`src/rtl/ysyx_25040129_rd_arbiter_pkg.sv`:
```
// Shared definitions for the read-channel arbiter slice.
// Holds the arbiter state encoding, AXI response codes, the fixed IFU access
// size, master identifiers and a saturating increment for the wait counters.
package ysyx_25040129_rd_arbiter_pkg;

    typedef enum logic [1:0] {
        ST_IDLE = 2'b00,
        ST_ADDR = 2'b01,
        ST_DATA = 2'b10
    } arb_state_t;

    localparam logic [1:0] RESP_OKAY   = 2'b00;
    localparam logic [1:0] RESP_SLVERR = 2'b10;

    // The IFU always fetches full 32-bit words.
    localparam logic [2:0] IFU_ARSIZE = 3'b010;

    localparam logic MASTER_IFU = 1'b0;
    localparam logic MASTER_LSU = 1'b1;

    function automatic logic [3:0] sat_inc(input logic [3:0] value);
        return (value == 4'hF) ? value : value + 4'd1;
    endfunction

endpackage

```
`src/rtl/ysyx_25040129_rr_pick.sv`:
```
// Winner selection for a two-master arbiter, reusable by the write channel.
// Ports:
//   clk, rst     clock and asynchronous active-low reset
//   req[1:0]     request vector (bit 0 = IFU, bit 1 = LSU)
//   grant        high in the cycle the owner decides; state updates then
//   winner       combinational winner for the current request vector
// Registered state: last_served and one 4-bit saturating wait counter per master.
module ysyx_25040129_rr_pick
    import ysyx_25040129_rd_arbiter_pkg::*;
#(
    parameter bit LSU_PRIO = 1'b1,
    parameter int MAX_WAIT = 4
) (
    input  logic       clk,
    input  logic       rst,
    input  logic [1:0] req,
    input  logic       grant,
    output logic       winner
);

    logic       last_served;
    logic [3:0] wait_cnt [2];
    logic       both;
    logic       pref;

    assign both = req[0] & req[1];

    // A starved loser overrides the normal preference once it has lost
    // MAX_WAIT contested arbitrations in a row.
    always_comb begin
        pref   = LSU_PRIO ? MASTER_LSU : ~last_served;
        winner = req[1];
        if (both) begin
            winner = (wait_cnt[~pref] >= 4'(MAX_WAIT)) ? ~pref : pref;
        end
    end

    always_ff @(posedge clk or negedge rst) begin
        if (!rst) begin
            last_served <= MASTER_LSU;
            wait_cnt[0] <= '0;
            wait_cnt[1] <= '0;
        end else if (grant && (|req)) begin
            last_served      <= winner;
            wait_cnt[winner] <= '0;
            if (both) begin
                wait_cnt[~winner] <= sat_inc(wait_cnt[~winner]);
            end
        end
    end

endmodule

```
`src/rtl/ysyx_25040129_rd_arbiter.sv`:
```
// Two-master, one-slave AXI4-Lite read (AR/R) arbiter: IFU (master 0) and
// LSU (master 1) share one memory read port, one transaction at a time.
// Ports:
//   clk, rst             clock and asynchronous active-low reset
//   ifu_ar*/ifu_r*       IFU read address / data channels
//   lsu_ar*/lsu_r*       LSU read address / data channels
//   m_ar*/m_r*           shared slave read port
//   owner                current/last owner (0 = IFU, 1 = LSU), debug only
// The data path is pure routing, so it adds no latency.
module ysyx_25040129_rd_arbiter
    import ysyx_25040129_rd_arbiter_pkg::*;
#(
    parameter bit LSU_PRIO = 1'b1,
    parameter int MAX_WAIT = 4
) (
    input  logic        clk,
    input  logic        rst,
    input  logic [31:0] ifu_araddr,
    input  logic        ifu_arvalid,
    output logic        ifu_arready,
    output logic [31:0] ifu_rdata,
    output logic [1:0]  ifu_rresp,
    output logic        ifu_rvalid,
    input  logic        ifu_rready,
    input  logic [31:0] lsu_araddr,
    input  logic [2:0]  lsu_arsize,
    input  logic        lsu_arvalid,
    output logic        lsu_arready,
    output logic [31:0] lsu_rdata,
    output logic [1:0]  lsu_rresp,
    output logic        lsu_rvalid,
    input  logic        lsu_rready,
    output logic [31:0] m_araddr,
    output logic [2:0]  m_arsize,
    output logic        m_arvalid,
    input  logic        m_arready,
    input  logic [31:0] m_rdata,
    input  logic [1:0]  m_rresp,
    input  logic        m_rvalid,
    output logic        m_rready,
    output logic        owner
);

    arb_state_t state;
    logic       winner;
    logic       ar_hs;
    logic       r_hs;

    ysyx_25040129_rr_pick #(
        .LSU_PRIO(LSU_PRIO),
        .MAX_WAIT(MAX_WAIT)
    ) u_pick (
        .clk   (clk),
        .rst   (rst),
        .req   ({lsu_arvalid, ifu_arvalid}),
        .grant (state == ST_IDLE),
        .winner(winner)
    );

    assign ar_hs = m_arvalid & m_arready;
    assign r_hs  = m_rvalid & m_rready;

    // The grant is held from arbitration through the R handshake; a slave
    // may complete both handshakes in the ADDR cycle.
    always_ff @(posedge clk or negedge rst) begin
        if (!rst) begin
            state <= ST_IDLE;
            owner <= MASTER_IFU;
        end else begin
            case (state)
                ST_IDLE: begin
                    if (ifu_arvalid || lsu_arvalid) begin
                        owner <= winner;
                        state <= ST_ADDR;
                    end
                end
                ST_ADDR: begin
                    if (ar_hs && r_hs) begin
                        state <= ST_IDLE;
                    end else if (ar_hs) begin
                        state <= ST_DATA;
                    end
                end
                ST_DATA: begin
                    if (r_hs) begin
                        state <= ST_IDLE;
                    end
                end
                default: state <= ST_IDLE;
            endcase
        end
    end

    // AR is routed only in ADDR; R is routed in ADDR and DATA so that a
    // same-cycle response reaches the owner. The non-owner sees zeros.
    always_comb begin
        ifu_arready = 1'b0;
        ifu_rdata   = '0;
        ifu_rresp   = RESP_OKAY;
        ifu_rvalid  = 1'b0;
        lsu_arready = 1'b0;
        lsu_rdata   = '0;
        lsu_rresp   = RESP_OKAY;
        lsu_rvalid  = 1'b0;
        m_araddr    = '0;
        m_arsize    = '0;
        m_arvalid   = 1'b0;
        m_rready    = 1'b0;
        if (state == ST_ADDR) begin
            if (owner == MASTER_LSU) begin
                m_araddr    = lsu_araddr;
                m_arsize    = lsu_arsize;
                m_arvalid   = lsu_arvalid;
                lsu_arready = m_arready;
            end else begin
                m_araddr    = ifu_araddr;
                m_arsize    = IFU_ARSIZE;
                m_arvalid   = ifu_arvalid;
                ifu_arready = m_arready;
            end
        end
        if (state == ST_ADDR || state == ST_DATA) begin
            if (owner == MASTER_LSU) begin
                lsu_rdata  = m_rdata;
                lsu_rresp  = m_rresp;
                lsu_rvalid = m_rvalid;
                m_rready   = lsu_rready;
            end else begin
                ifu_rdata  = m_rdata;
                ifu_rresp  = m_rresp;
                ifu_rvalid = m_rvalid;
                m_rready   = ifu_rready;
            end
        end
    end

`ifndef SYNTHESIS
    // A response with no transaction in flight is dropped; flag it.
    always @(posedge clk) begin
        if (rst && state == ST_IDLE && m_rvalid) begin
            $error("rd_arbiter: m_rvalid seen in IDLE, response dropped");
        end
    end
`endif

endmodule

```
`config.mk`:
```
export PLATFORM = sky130hd
export DESIGN_NAME = ysyx_25040129_rd_arbiter
export DESIGN_NICKNAME = d
export VERILOG_FILES = /design/src/rtl/ysyx_25040129_rd_arbiter_pkg.sv /design/src/rtl/ysyx_25040129_rr_pick.sv /design/src/rtl/ysyx_25040129_rd_arbiter.sv
export SDC_FILE = /design/constraint.sdc
export NUM_CORES = 1
export LEC_CHECK = 0
export ABC_CLOCK_PERIOD_IN_PS = 2600
export BUFFER_PORTS_ARGS = -buffer_cell sky130_fd_sc_hd__buf_2
export CORE_AREA = 2 2 84 86
export DETAILED_ROUTE_END_ITERATION = 10
export DIE_AREA = 0 0 86 88
export PLACE_DENSITY = 0.7
export SETUP_SLACK_MARGIN = 0.4
export SYNTH_ARGS = -nofsm -noshare
export SYNTH_HDL_FRONTEND = slang
export SYNTH_SLANG_ARGS = --single-unit
```
`constraint.sdc`:
```
create_clock -name clk -period 2.6 [get_ports clk]
set_clock_uncertainty 0.05 [all_clocks]
set_input_delay 0.52 -clock clk [delete_from_list [all_inputs] [get_ports clk]]
set_output_delay 0.52 -clock clk [all_outputs]
set_load 0.05 [all_outputs]
```
==> summary.txt <==
Status
  • Status: complete, no violations

Detailed routing
  • Routed vias: between 2k and 3k
  • Drt pass-1 iters: 4
  • Vias per cell: between 4 and 5
  • DRT iter0 DRCs: 43
  • Wirelength, routed: between 7000 and 8000 um
  • Drt drc: 0
  • Drt wl/cell: between 10 and 15 um
  • Final ANT Viol Nets: 0

Global routing
  • Antenna violations before repair: 0
  • Overall routing resource usage: 0.180
  • Met3 Use GR: 0.0207
  • Largest net degree at the start of global routing: around 40
  • Vias in the first global route: approximately 2.3k
  • GRT busiest layer: met2
  • First-pass GRT wire length: 11000 um
  • Met2 GRT Util: 0.364
  • Remaining global-route overflow: 0
  • Met1 Usage GRT: 0.191

Die
  • Initial Util: 0.280
  • # rows: 30
  • Die Y-Extent: between 80 and 90 um
  • Core region area: 0.00664 sq mm
  • Die width: between 80 and 90 um
  • Io pins: about 220
  • Die ar.: about 0.0076 sq mm

Power and ir drop
  • P per Cell Area: between 1500 and 2000 mW/mm^2
  • Leak pwr: roughly 2.2 nW
  • Max IR drop VDD: 549 uV

Placement
  • Post-DP HPWL: between 5000 and 6000 um
  • Pre-CTS setup slack: 0.133 ns
  • Placed cell area: approximately 0.0033 sq mm
  • Gpl congestion: between 0.8 and 0.9
  • Port Buffers: approximately 220

Critical path
  • Critical Path RT: about 2 ns
  • Reg2Reg Setup Slack: 0.64 ns
  • FF-to-FF End: u_pick.wait_cnt[3]$_DFFE_PN0P_
  • CP cell instances: inv_2 -> ha_4 -> and2b_2 -> and2_2 -> buf_4
  • Crit Path Max Fanout: 8
  • RR Startpoint: u_pick.wait_cnt[7]$_DFFE_PN0P_
  • Worst Reg2Reg Path Length in Cells: 6
  • Critical path endpoint category: output port
  • Crit-path max cell delay: ~0.40 ns
  • Critical path class: reg -> out
  • Worst Setup Start Kind: flop
  • CP Data Arrival Time: 1.61 ns
  • Slowest cell on crit path: dfrtp_1

Clocking
  • Clock-pin slew on the worst setup and hold paths: 0.05 ns
  • Clk sinks: 11
  • TritonCTS Buffers: 3
  • Clk buf depth: 2
  • Worst skew pair latency: between 0.2 and 0.25 ns
  • Cts hold-fix bufs: 0
  • Root buffer cell: clkbuf_8
  • CTS tree: built
  • H-tree levels: 1

Synthesis
  • Mapped Nets: 356
  • Post-Syn Area per Cell: approximately 7.7 sq um
  • Post-synth cell types: 37
  • Leading cell type by number of instances after synthesis: and3_1
  • Syn Std Cell Area: between 0.0015 and 0.002 sq mm
  • Seq/Total Area, Yosys: 0.148
  • Ys async rst share: 1.00
  • Post-synth EDFFs: 0
  • Cell taking the most area after synthesis: mux2i_1
  • Flops & latches, synth: 11
  • Post-Syn Instances: ~240
  • Predominant post-synthesis flop cell: dfrtp_1
  • Synth top area share: 0.188
  • Synth area leaders: mux2i_1, dfrtp_1, and3_1
  • Synth warn: 0
  • Commonest cells post-synth: and3_1, and2_1, nor2b_1, mux2i_1, clkbuf_1

STA
  • Slew at the pin closest to its max-slew limit: about 0.26 ns
  • Worst slew margin: 0.823
  • Final setup viols: 0
  • Fin crit period: 2.18 ns
  • Total negative setup slack: 0 ns
  • Min Hold Slack: 0.0908 ns
  • F_max: roughly 0.46 GHz
  • Final period util: 0.837
  • Worst Slack Setup Final: roughly 0.42 ns
  • Slew Viols, Final: 0
  • Final Hold Fails: 0
  • RSZ-0062 raised after global routing: yes

Final layout
  • Nets: around 570
  • Core Util, Final: 0.557
  • Finished Cell Area: between 0.003 and 0.004 sq mm
  • Share of layout cells above drive strength 1: 0.734
  • Register area: roughly 280 sq um
  • Syn-to-layout area delta: 98.7%
  • Multi-input logic area: around 0.0018 sq mm
  • FILL cells: 600

Run
  • Max Cap Viol: 0

Min path
  • Hold WC Path Type: in -> async
==> repair_timing <==
action,4_1_cts,5_1_grt
setup endpoints to repair,109,87
gates resized for setup,80,29
setup buffers,0,3
gates cloned,5,1
==> state kept, by name, indices dropped and copies added (netlist names) <==
| signal | cells |
|---|---|
| u_pick.wait_cnt | 8 |
| state | 2 |
| owner | 1 |
==> worst max-delay path: cells and delay by family (launching register included) <==
family,cells,cell delay [ns]
adders and majority gates,1,0.23
buffers and inverters,2,0.27
DFF,1,0.40
and+or+nand+nor,2,0.45
==> area by class of cell <==
class | count | area share
well taps | 80 | 0.0271
clock buffers | 4 | 0.0122
multi-input cells | 209 | 0.481
diodes | 1 | 0.000676
inverters | 5 | 0.00507
repair buffers | 226 | 0.400
flip-flops and latches | 11 | 0.0747
==> worst max-delay path by stage <==
stage                               from            end  cells after the start
global placement    state[0]$_DFFE_PN0P_  ifu_rdata[17]                      5
floorplan              owner$_DFFE_PN0P_    ifu_arready                      4
detailed placement  state[1]$_DFFE_PN0P_  ifu_rdata[10]                      5
global route        state[0]$_DFFE_PN0P_  lsu_rdata[12]                      5
finish              state[0]$_DFFE_PN0P_  ifu_rdata[22]                      5
CTS                 state[1]$_DFFE_PN0P_   lsu_rdata[1]                      5
==> power breakdown <==
part           internal, mW  switching, mW  leakage, nW  total (mW)
Clock                 0.108         0.0624       0.0228       0.170
Sequential            0.219         0.0632        0.145       0.282
Combinational          1.93           3.53         2.00        5.46
==> metrics by stage <==
step	instances	total power, mW
floorplan	243	4.15
detailed placement	522	5.03
CTS	531	5.75
finish	536	5.91
global placement	522	4.99
global route	535	6.17
==> layer usage <==
metal	routed length, um	vias to the layer above
met3	592	14
li1	-	1254
met1	2860	1139
met4	200	0
met5	0	-
met2	4310	133
==> logic make-up after synthesis <==
| kind of cell | Yosys count | synth area share |
|---|---|---|
| AND/OR/NAND/NOR | 140 | 0.456 |
| multiplexers | 38 | 0.206 |
| buffers and inverters | 27 | 0.0685 |
| AO/OA/AOI/OAI | 22 | 0.0894 |
| flip-flops | 11 | 0.148 |
| adder cells (fa/ha/maj) | 4 | 0.0269 |
| XOR/XNOR | 1 | 0.00471 |
==> layout by cell type, fill, tap and decap left out, drive strengths merged, types with 3 or more instances in the layout <==
cell type / instances
ha: 4
nor2: 5
buf: 219
a21oi: 4
dfrtp: 11
and2: 37
nand3: 3
mux2i: 35
and3: 39
nor2b: 37
and2b: 5
clkbuf: 10
mux2: 3
inv: 5
o21ai: 8
nand2: 13
(Power assumes the default switching activity.)
